[config.mk]
export PLATFORM = sky130hd
export DESIGN_NAME = demux4_reg
export DESIGN_NICKNAME = d
export VERILOG_FILES = /design/src/rtl/demux4_reg.sv
export SDC_FILE = /design/constraint.sdc
export NUM_CORES = 1
export LEC_CHECK = 0
export BUFFER_PORTS_ARGS = -buffer_cell sky130_fd_sc_hd__buf_2
export CAP_MARGIN = 20
export CORE_MARGIN = 2
export CORE_UTILIZATION = 46
export DETAILED_ROUTE_END_ITERATION = 10
export PLACE_DENSITY = 0.78
export SYNTH_ARGS = -nofsm -noshare
export SYNTH_HDL_FRONTEND = slang
export SYNTH_SLANG_ARGS = --single-unit
[constraint.sdc]
create_clock -name clk -period 1.9 [get_ports clk]
set_input_delay 0.095 -clock clk [delete_from_list [all_inputs] [get_ports clk]]
set_output_delay 0.095 -clock clk [all_outputs]
set_load 0.01 [all_outputs]
[src/rtl/demux4_reg.sv]
// demux4_reg -- registered 1-to-4 demultiplexer.
//
// Steers one input sample stream onto four output lanes, each backed by a
// one-entry holding register with a valid/ready handshake. The target lane
// comes from either the explicit select {s0,s1} or an internal round-robin
// pointer (TDM de-interleave).
//
// Ports:
//   clk, rst         clock; asynchronous active-high reset
//   auto_en          1 = round-robin lane selection, 0 = lane = {s0,s1}
//   s0, s1           explicit lane select (MSB, LSB)
//   din, din_valid   input sample and its qualifier
//   din_ready        target lane can take din this cycle (combinational)
//   y0..y3           lane holding registers
//   y_valid[N]       lane N holds an unconsumed sample
//   y_ready[N]       consumer N takes yN this cycle
//   cur_ch           lane targeted this cycle
//   frame_done       one-cycle pulse after the 4th sample of a round-robin frame
module demux4_reg #(
  parameter int WIDTH = 1
) (
  input  logic             clk,
  input  logic             rst,
  input  logic             auto_en,
  input  logic             s0,
  input  logic             s1,
  input  logic [WIDTH-1:0] din,
  input  logic             din_valid,
  output logic             din_ready,
  output logic [WIDTH-1:0] y0,
  output logic [WIDTH-1:0] y1,
  output logic [WIDTH-1:0] y2,
  output logic [WIDTH-1:0] y3,
  output logic [3:0]       y_valid,
  input  logic [3:0]       y_ready,
  output logic [1:0]       cur_ch,
  output logic             frame_done
);

  logic [WIDTH-1:0] y_q [4];
  logic [WIDTH-1:0] y_d [4];
  logic [3:0]       y_valid_q, y_valid_d;
  logic [1:0]       rr_ptr_q, rr_ptr_d;
  logic             frame_done_q, frame_done_d;
  logic             auto_en_q, auto_en_d;

  logic             auto_rise;
  logic [1:0]       rr_eff;
  logic [1:0]       tgt;
  logic             accept;

  // A fresh entry into round-robin mode always starts the frame at lane 0,
  // whatever the pointer was left at.
  assign auto_rise = auto_en & ~auto_en_q;
  assign rr_eff    = auto_rise ? 2'd0 : rr_ptr_q;
  assign tgt       = auto_en ? rr_eff : {s0, s1};

  // Ready looks only at the target lane's state and its consumer; a lane
  // being drained this cycle can be refilled in the same cycle.
  assign din_ready = ~y_valid_q[tgt] | y_ready[tgt];
  assign accept    = din_valid & din_ready;

  // NOTE: every variable gets a default at the top of the block so that no
  // path leaves it unassigned -- otherwise synthesis infers a latch.
  always_comb begin
    y_d          = y_q;
    y_valid_d    = y_valid_q;
    rr_ptr_d     = rr_ptr_q;
    frame_done_d = 1'b0;
    auto_en_d    = auto_en;

    for (int n = 0; n < 4; n++) begin
      if (accept && (tgt == 2'(n))) begin
        y_d[n]       = din;
        y_valid_d[n] = 1'b1;
      end else if (y_ready[n]) begin
        // Drain leaves the data in place; ready on an empty lane is harmless.
        y_valid_d[n] = 1'b0;
      end
    end

    if (auto_en) begin
      // Store the effective pointer so a rising edge without an accept still
      // leaves the next frame starting at lane 0.
      rr_ptr_d     = accept ? rr_eff + 2'd1 : rr_eff;
      frame_done_d = accept && (tgt == 2'd3);
    end
  end

  // NOTE: sequential state uses non-blocking assignments so every flop
  // samples the pre-edge values, independent of statement order.
  always_ff @(posedge clk or posedge rst) begin
    if (rst) begin
      for (int n = 0; n < 4; n++) y_q[n] <= '0;
      y_valid_q    <= 4'b0000;
      rr_ptr_q     <= 2'd0;
      frame_done_q <= 1'b0;
      auto_en_q    <= 1'b0;
    end else begin
      y_q          <= y_d;
      y_valid_q    <= y_valid_d;
      rr_ptr_q     <= rr_ptr_d;
      frame_done_q <= frame_done_d;
      auto_en_q    <= auto_en_d;
    end
  end

  assign y0         = y_q[0];
  assign y1         = y_q[1];
  assign y2         = y_q[2];
  assign y3         = y_q[3];
  assign y_valid    = y_valid_q;
  assign cur_ch     = tgt;
  assign frame_done = frame_done_q;

endmodule
==> out/summary.json, run 1 <==
{
  "pwr": {
    "leak_pwr_nw": 0.389,
    "switchingPower_mw": 0.230,
    "pwr-share-seq": 0.450,
    "max-vdd-ir-drop_v": 0.000621,
    "power_report.internal_total_mw": 0.542,
    "clock_power_share": 0.256,
    "p_sw_frac": 0.298,
    "power_per_cell_area_nw_per_um2": 965,
    "combPwrFrac": 0.294
  },
  "critical_path": {
    "critical_path.endpoint_type": "primary output",
    "critical_path_peak_fanout": 7,
    "critical_path_required_ns": 1.80,
    "critical_path.max_stage_delay_ns": 0.44,
    "timing.critical_path.arrival_ns": 1.71,
    "critical_path.cell_chain": "and3_4, or3_1, a32o_2, buf_2",
    "critical_path.slowest_cell": "sky130_fd_sc_hd__dfrtp_2",
    "path_class": "flop to primary output",
    "element_type_at_the_critical_path_start": "flop"
  },
  "cts": {
    "cts_made_buffers": 3,
    "worst_skew_late_latency_ns": 0.27,
    "tritoncts": "done",
    "cts.sinks": 12,
    "maximum_level_of_the_cts_h_tree": 1,
    "cts_max_path_buffers": 2,
    "post-cts-setup-buffer-count": 0,
    "cts.root.buffer_cell": "sky130_fd_sc_hd__clkbuf_4",
    "cts.clk_slew.worst_paths_ns": 0.07
  },
  "timing": {
    "hold_violations": 0,
    "timing_worst_slew_pin_value_ns": 0.455,
    "skew_ns": 0.00512,
    "slew_headroom": 0.697,
    "achievable-frequency_mhz": 553,
    "final_setup_violations": 0,
    "final.period_utilization": 0.952,
    "worst_hold_slack_ns": 0.0560,
    "grt_setup_unrepaired": "no",
    "setup_total_negative_slack_ns": 0,
    "timing.final.max_slew_violations": 0,
    "post-route-min-period_ns": 1.81
  },
  "yosys": {
    "synth_top_cell_area_share": 0.468,
    "syn-mean-instance-area_um2": 10.4,
    "post_synth_main_area_contributors": "sky130_fd_sc_hd__dfrtp_1, sky130_fd_sc_hd__mux2_2, sky130_fd_sc_hd__nand2b_1",
    "synthesized_nets": 73,
    "yosysWarningCount": 0,
    "synth_edf_count": 0,
    "ys_ff_latch": 12,
    "synthCells": 62,
    "synth_seq_area_share": 0.468,
    "synthDominantAreaCellType": "sky130_fd_sc_hd__dfrtp_1",
    "netlist_area_um2": 642,
    "share_of_synthesized_registers_carrying_an_async_set_or_reset": 1.00,
    "synth_ff_type": "sky130_fd_sc_hd__dfrtp_1",
    "synth.most_common_cell": "sky130_fd_sc_hd__dfrtp_1",
    "yosys.cell_types.count": 24,
    "synthTopCellsByCount": "sky130_fd_sc_hd__dfrtp_1, sky130_fd_sc_hd__nand2b_1"
  },
  "placed_design": {
    "place.detailed.hpwl_um": 954,
    "placement.io_buffers": 22,
    "placement.cell_area_um2": 752,
    "place_congestion": 0.789
  },
  "global_routing": {
    "globalRouteTotalUtil": 0.186,
    "overflow": 0,
    "first_global_vias": 487,
    "antenna_violations_before_repair": 0,
    "grt_max_degree": 14,
    "wire_length_of_the_first_global_routing_pass_mm": 2.01
  },
  "finish": {
    "drive_gt1_frac": 0.419,
    "num-fill-cells": 136,
    "flow.area_growth_from_synthesis_pct": 24.6,
    "ant_diodes": 0,
    "layout.nets": 98,
    "layout.cell_area.non_filler_um2": 800
  },
  "route": {
    "drt-pass1-iter-count": 3,
    "met3WireLength_um": 61,
    "route.vias.total": 523,
    "post_drt_via_cell_ratio": 5.18,
    "routed-wl-met2_um": 579,
    "m1_wire_length_um": 584,
    "drt_iter0_markers": 8,
    "post_drt_wl_per_cell_um": 12.1,
    "top_layer": "met3",
    "post-route-drc-count": 0,
    "antenna_violating_nets_post_route": 0,
    "detail_route.wirelength_mm": 1.23
  },
  "floorplanning": {
    "starting_utilization_of_the_core_area": 0.493,
    "floorplan.die_area_um2": 1710,
    "die_height_um": 41.4,
    "coreArea_um2": 1300,
    "i_o_pins": 23,
    "std_cell_rows": 13,
    "chipWidth_um": 41.4
  },
  "outcome": {
    "status": "complete, no violations"
  },
  "job": {
    "number_of_violations_of_the_max_capacitance_limit": 0
  },
  "hold_path": {
    "worst_hold_path_type": "primary input to flop"
  }
}
-- worst max-delay path: cells and delay by family, from the launching register on --
kind / cells / cell delay (ns)
buffers and inverters: 1 / 0.15
flip-flops: 1 / 0.44
AND/OR/NAND/NOR: 2 / 0.54
AO/OA/AOI/OAI: 1 / 0.31
-- layout by cell type, fill, tap and decap left out, drive strengths merged, types with 2 or more instances in the layout --
| cell | instances |
|---|---|
| nor2b | 2 |
| nor3 | 2 |
| o21ai | 3 |
| nand4 | 4 |
| o21bai | 2 |
| mux2 | 4 |
| and3 | 3 |
| a21o | 2 |
| dfrtp | 12 |
| buf | 22 |
| nand2b | 5 |
| nand4b | 2 |
| and2 | 2 |
| clkbuf | 4 |
| nand2 | 4 |
| nand3 | 2 |
| inv | 4 |
-- through the flow --
stage / power (mW) / setup WS (ns) / util / std cells
after floorplan: 0.500 / 0.273 / - / 62
after global placement: 0.576 / 0.272 / 0.578 / 96
after detailed placement: 0.580 / 0.233 / 0.578 / 96
after CTS: 0.788 / 0.0696 / 0.613 / 101
after global routing: 0.826 / 0.0224 / 0.614 / 101
final: 0.772 / 0.0911 / 0.614 / 101
-- final cells by class --
cell class / instances / area (um^2) / share of cell area
Clock buffer: 4 / 36.3 / 0.0454
Inverter: 4 / 15.0 / 0.0188
Multi-Input combinational cell: 43 / 308 / 0.385
Sequential cell: 12 / 302 / 0.377
Tap cell: 15 / 18.8 / 0.0235
Timing Repair Buffer: 23 / 120 / 0.150
-- state kept, by name, summed over array words and instances (netlist names) --
register	flops
y1	1
y_valid	4
frame_done	1
y0	1
y2	1
rr_ptr_q	2
y3	1
auto_en_q	1
-- metal layers --
metal / global-route usage / vias up
met5: 0 / -
met4: 0.0968 / 0
met3: 0.0479 / 0
met2: 0.277 / 11
met1: 0.247 / 244
li1: - / 268
-- path summary, 6_finish.rpt --
| kind | end | start | slack, ns | cells after the start |
|---|---|---|---|---|
| worst max-delay path | din_ready | auto_en_q | 0.09 | 4 |
| worst min-delay path | auto_en_q | auto_en | 0.06 | 1 |
| worst max register to register | rr_ptr_q[1] | auto_en_q | 0.22 | 5 |
| worst min register to register | y1 | y1 | 0.51 | 1 |
| max in group asynchronous | auto_en_q | rst | 1.19 | 3 |
| min in group asynchronous | y1 | rst | 0.37 | 3 |
-- kinds of logic after synthesis --
group | count (synthesis) | synth area share
and+or+nand+nor | 29 | 0.285
DFF | 12 | 0.468
AOI/OAI and AO/OA | 10 | 0.125
buffers and inverters | 7 | 0.0526
muxes | 4 | 0.0702
-- timing repair --
action / CTS / global route
hold buffers: 1 / 0
resized for setup: 0 / 1
hold endpoints to repair: 12 / 0
endpoints found under the setup margin: 0 / 1
-- power by group through the flow --
stage	clock, mW	sequential (mW)	combinational [mW]
2_1_floorplan	0	0.369	0.131
3_3_place_gp	0	0.351	0.226
3_5_place_dp	0	0.353	0.227
4_1_cts	0.210	0.348	0.230
5_1_grt	0.219	0.356	0.251
6_report	0.198	0.347	0.227
Note: power is estimated with default switching activity, not from simulation.
==> inputs of run 2 (changes only) <==
Settings changed: ABC_AREA from default to 1.
Clock period 1.9 ns to 1.74 ns, I/O delays scaled along.
==> out/summary.json, run 2 <==
{
  "placed_design": {
    "place.detailed.hpwl": {"value": 1.07, "unit": "mm", "change": "+12%"},
    "placement.io_buffers": {"value": 22, "change": "unchanged"},
    "place_congestion": {"value": 0.800, "change": "+1.3%"}
  },
  "yosys": {
    "synthesized_nets": {"value": 94, "change": "+29%"},
    "synth_compound_area_frac": {"value": 0.101, "change": "-0.0242"},
    "syn-mean-instance-area": {"value": 7.79, "unit": "um^2", "change": "-25%"},
    "netlist_area": {"value": 647, "unit": "um^2", "change": "+0.78%"},
    "ys_ff_latch": {"value": 12, "change": "unchanged"},
    "yosysWarningCount": {"value": 0, "change": "unchanged"},
    "synth.most_common_cell": "sky130_fd_sc_hd__nand2_1",
    "post_synth_and_or_nand_nor_area_fraction": {"value": 0.346, "change": "+0.0616"},
    "yosys.cell_types.count": {"value": 15, "change": "-38%"},
    "synth_ff_type": "sky130_fd_sc_hd__dfrtp_1",
    "share_of_synthesized_registers_carrying_an_async_set_or_reset": {"value": 1.00, "change": "unchanged"},
    "synthCells": {"value": 83, "change": "+34%"},
    "combinational_family_with_the_most_area_after_synthesis": "simple AND/OR/NAND/NOR gates",
    "yosys.area_share.adder": {"value": 0, "change": "unchanged"},
    "fraction_of_synthesized_area_in_multiplexers": {"value": 0, "change": "-0.0702"},
    "synth_top_cell_area_share": {"value": 0.464, "change": "-0.00362"},
    "synth_seq_area_share": {"value": 0.464, "change": "-0.00362"},
    "synthDominantAreaCellType": "sky130_fd_sc_hd__dfrtp_1",
    "synth_xor_area_frac": {"value": 0.0135, "change": "+0.0135"},
    "synthTopCellsByCount": "sky130_fd_sc_hd__nand2_1, sky130_fd_sc_hd__dfrtp_1, sky130_fd_sc_hd__inv_1, sky130_fd_sc_hd__nand3_1, sky130_fd_sc_hd__o21ai_0",
    "synth_edf_count": {"value": 0, "change": "unchanged"},
    "post_synth_main_area_contributors": "sky130_fd_sc_hd__dfrtp_1, sky130_fd_sc_hd__nand2_1, sky130_fd_sc_hd__nand3_1"
  },
  "cts": {
    "cts.sinks": {"value": 12, "change": "unchanged"},
    "tritoncts": "done",
    "cts.root.buffer_cell": "sky130_fd_sc_hd__clkbuf_4",
    "cts.clk_slew.worst_paths": {"value": 0.07, "unit": "ns", "change": "about the same"},
    "worst_skew_late_latency": {"value": 0.28, "unit": "ns", "change": "about the same"},
    "cts_made_buffers": {"value": 3, "change": "unchanged"},
    "maximum_level_of_the_cts_h_tree": {"value": 1, "change": "unchanged"},
    "cts_max_path_buffers": {"value": 2, "change": "unchanged"}
  },
  "critical_path": {
    "critPathLaunch": "auto_en_q",
    "element_type_at_the_critical_path_start": "flop",
    "cp.buffers_inverters": {"value": 3, "change": "+2"},
    "critical_path.slowest_cell": "sky130_fd_sc_hd__dfrtp_1",
    "timing.critical_path.arrival": {"value": 1.55, "unit": "ns", "change": "-0.16 ns"},
    "critical_path.max_stage_delay": {"value": 0.45, "unit": "ns", "change": "about the same"},
    "critical_path_required": {"value": 1.65, "unit": "ns", "change": "-0.15 ns"},
    "crit_reg_reg_startpoint": "auto_en_q",
    "critical_path_peak_fanout": {"value": 8, "change": "+1"},
    "critical-path-top-delay-family": "flip-flops",
    "critical_path.cell_chain": "nand3_2, o21ai_4, inv_2, nand2_1, nand2_1, inv_1, nand2_4, buf_2",
    "critical_path.endpoint_type": "primary output",
    "path_class": "flop to primary output",
    "cp_common_cell": "sky130_fd_sc_hd__nand2_1"
  },
  "route": {
    "drt-pass1-iter-count": {"value": 6, "change": "+3"},
    "post_drt_via_cell_ratio": {"value": 5.40, "change": "+4.3%"},
    "antenna_violating_nets_post_route": {"value": 0, "change": "unchanged"},
    "detail_route.wirelength": {"value": 1.69, "unit": "mm", "change": "+38%"},
    "post_drt_wl_per_cell": {"value": 13.2, "unit": "um", "change": "+8.7%"},
    "post-route-drc-count": {"value": 0, "change": "unchanged"},
    "route.vias.total": {"value": 691, "change": "+32%"},
    "drt_iter0_markers": {"value": 29, "change": "+21"}
  },
  "floorplanning": {
    "floorplan.die_area": {"value": 1720, "unit": "um^2", "change": "+0.70%"},
    "starting_utilization_of_the_core_area": {"value": 0.497, "change": "+0.00385"},
    "die_height": {"value": 41.5, "unit": "um", "change": "+0.35%"},
    "i_o_pins": {"value": 23, "change": "unchanged"},
    "std_cell_rows": {"value": 13, "change": "unchanged"},
    "coreArea": {"value": 1300, "unit": "um^2", "change": "unchanged"},
    "chipWidth": {"value": 41.5, "unit": "um", "change": "+0.35%"}
  },
  "timing": {
    "timing_worst_slew_pin_value": {"value": 0.461, "unit": "ns", "change": "+0.00609 ns"},
    "post-route-min-period_ns": 1.63,
    "timing.final.max_slew_violations": {"value": 0, "change": "unchanged"},
    "slew_headroom": {"value": 0.693, "change": "-0.00406"},
    "achievable-frequency_mhz": 612,
    "setup_total_negative_slack": {"value": 0, "unit": "ns", "change": "unchanged"},
    "skew": {"value": 0.00675, "unit": "ns", "change": "+0.00163 ns"},
    "final.period_utilization": 0.939,
    "final_setup_violations": {"value": 0, "change": "unchanged"},
    "hold_violations": {"value": 0, "change": "unchanged"}
  },
  "global_routing": {
    "grt_max_degree": {"value": 13, "change": "-1"},
    "antenna_violations_before_repair": {"value": 0, "change": "unchanged"},
    "globalRouteTotalUtil": {"value": 0.192, "change": "+0.00555"},
    "overflow": {"value": 0, "change": "unchanged"},
    "first_global_vias": {"value": 630, "change": "+29%"},
    "wire_length_of_the_first_global_routing_pass": {"value": 2.57, "unit": "mm", "change": "+28%"}
  },
  "finish": {
    "drive_gt1_frac": {"value": 0.354, "change": "-0.0646"},
    "final_common_cell": "sky130_fd_sc_hd__nand2_1",
    "share_of_the_core_filled_with_cells": {"value": 0.667, "change": "+0.0529"},
    "largest_register_ff_count": {"value": 4, "change": "unchanged"},
    "flow.area_growth_from_synthesis_pct": 34.2,
    "ant_diodes": {"value": 0, "change": "unchanged"},
    "layout.nets": {"value": 126, "change": "+29%"},
    "commonest_cells_after_routing_fill_and_taps_aside": "sky130_fd_sc_hd__nand2_1, sky130_fd_sc_hd__buf_2, sky130_fd_sc_hd__dfrtp_1, sky130_fd_sc_hd__inv_1, sky130_fd_sc_hd__nand3_1"
  },
  "outcome": {
    "status": "complete, no violations"
  },
  "pwr": {
    "leak_pwr": {"value": 0.478, "unit": "nW", "change": "+23%"},
    "max-vdd-ir-drop": {"value": 0.000676, "unit": "V", "change": "+8.9%"},
    "power_per_cell_area": {"value": 969, "unit": "nW/um^2", "change": "+0.45%"}
  },
  "hold_path": {
    "worst_hold_path_type": "primary input to flop",
    "worstHoldStart": "y_ready[3]"
  },
  "job": {
    "number_of_violations_of_the_max_capacitance_limit": {"value": 0, "change": "unchanged"}
  }
}
run 2: changes by cell type after synthesis, sizes merged, moves of 5 or more:
| cell | change |
|---|---|
| o21ai | +7 |
| inv | +6 |
| nand3 | +7 |
| nand2 | +27 |
| nand2b | -5 |
run 2: final timing paths:
kind | endpoint | slack [ns] | cells past startpoint
max | din_ready | 0.11 | 8
min | y_valid[3] | 0.001 | 2
max reg2reg | y2 | 0.20 | 11
min reg2reg | y1 | 0.48 | 2
max in group asynchronous | rr_ptr_q[0] | 1.07 | 3
min in group asynchronous | y0 | 0.35 | 3
run 2: layout make-up:
type / count / area (um^2)
tap: 15 / 18.8
inverter: 10 / 37.5
sequential: 12 / 300
timing repair buffer: 27 / 155
clock buffer: 3 / 22.5
fill: 104 / 433
multi-input combinational: 61 / 334
run 2: logic make-up (layout without fill, tap and decap cells):
logic type      count (synthesis)  count (layout)
simple gates                   48              49
flops                          12              12
buf+inv                        11              40
xor+xnor                        1               1
compound gates                 11              11
run 2: power by group:
part / internal [mW] / total (mW) / leakage (nW) / switching [mW]
combinational: 0.119 / 0.296 / 0.311 / 0.178
clock: 0.0804 / 0.176 / 0.0138 / 0.0957
sequential: 0.334 / 0.369 / 0.153 / 0.0350
total: 0.533 / 0.842 / 0.478 / 0.308
run 2: stage by stage:
step	instances	area, um^2	worst slack, ns	hold slack (ns)	power [mW]
floorplan	83	647	0.316	-0.0483	0.541
global placement	119	764	0.147	0.116	0.627
detailed placement	119	764	0.102	0.119	0.633
CTS	125	822	0.0251	0.00763	0.808
global route	128	868	-0.00130	0.0369	0.888
finish	128	868	0.106	0.00131	0.842
run 2: metal layers:
| layer | vias to the layer above | global-route usage | wire (um) |
|---|---|---|---|
| li1 | 331 | - | - |
| met1 | 316 | 0.239 | 706 |
| met2 | 35 | 0.309 | 813 |
| met3 | 9 | 0.0348 | 119 |
| met4 | 0 | 0.110 | 48 |
| met5 | - | 0 | 0 |
run 2: worst reg2reg max path: stages, from the launching register on:
cell	delay, ns
sky130_fd_sc_hd__dfrtp_1	0.45
sky130_fd_sc_hd__nand3_4	0.15
sky130_fd_sc_hd__nand2_4	0.13
sky130_fd_sc_hd__nand2_1	0.05
sky130_fd_sc_hd__nand2_1	0.06
sky130_fd_sc_hd__nand2_1	0.05
sky130_fd_sc_hd__nand2_1	0.06
sky130_fd_sc_hd__inv_1	0.06
sky130_fd_sc_hd__nand2_4	0.11
sky130_fd_sc_hd__nand3_1	0.16
sky130_fd_sc_hd__nand2_1	0.10
sky130_fd_sc_hd__o21ai_1	0.06
run 2: repair_timing:
| action | 4_1_cts | 5_1_grt |
|---|---|---|
| hold endpoints to repair | 14 | 0 |
| resized for setup | 1 | 5 |
| buffers inserted | 0 | 2 |
| setup endpoints to repair | 1 | 9 |
| hold buffers | 3 | 0 |
| pin swaps | 0 | 1 |
| cloned | 0 | 1 |
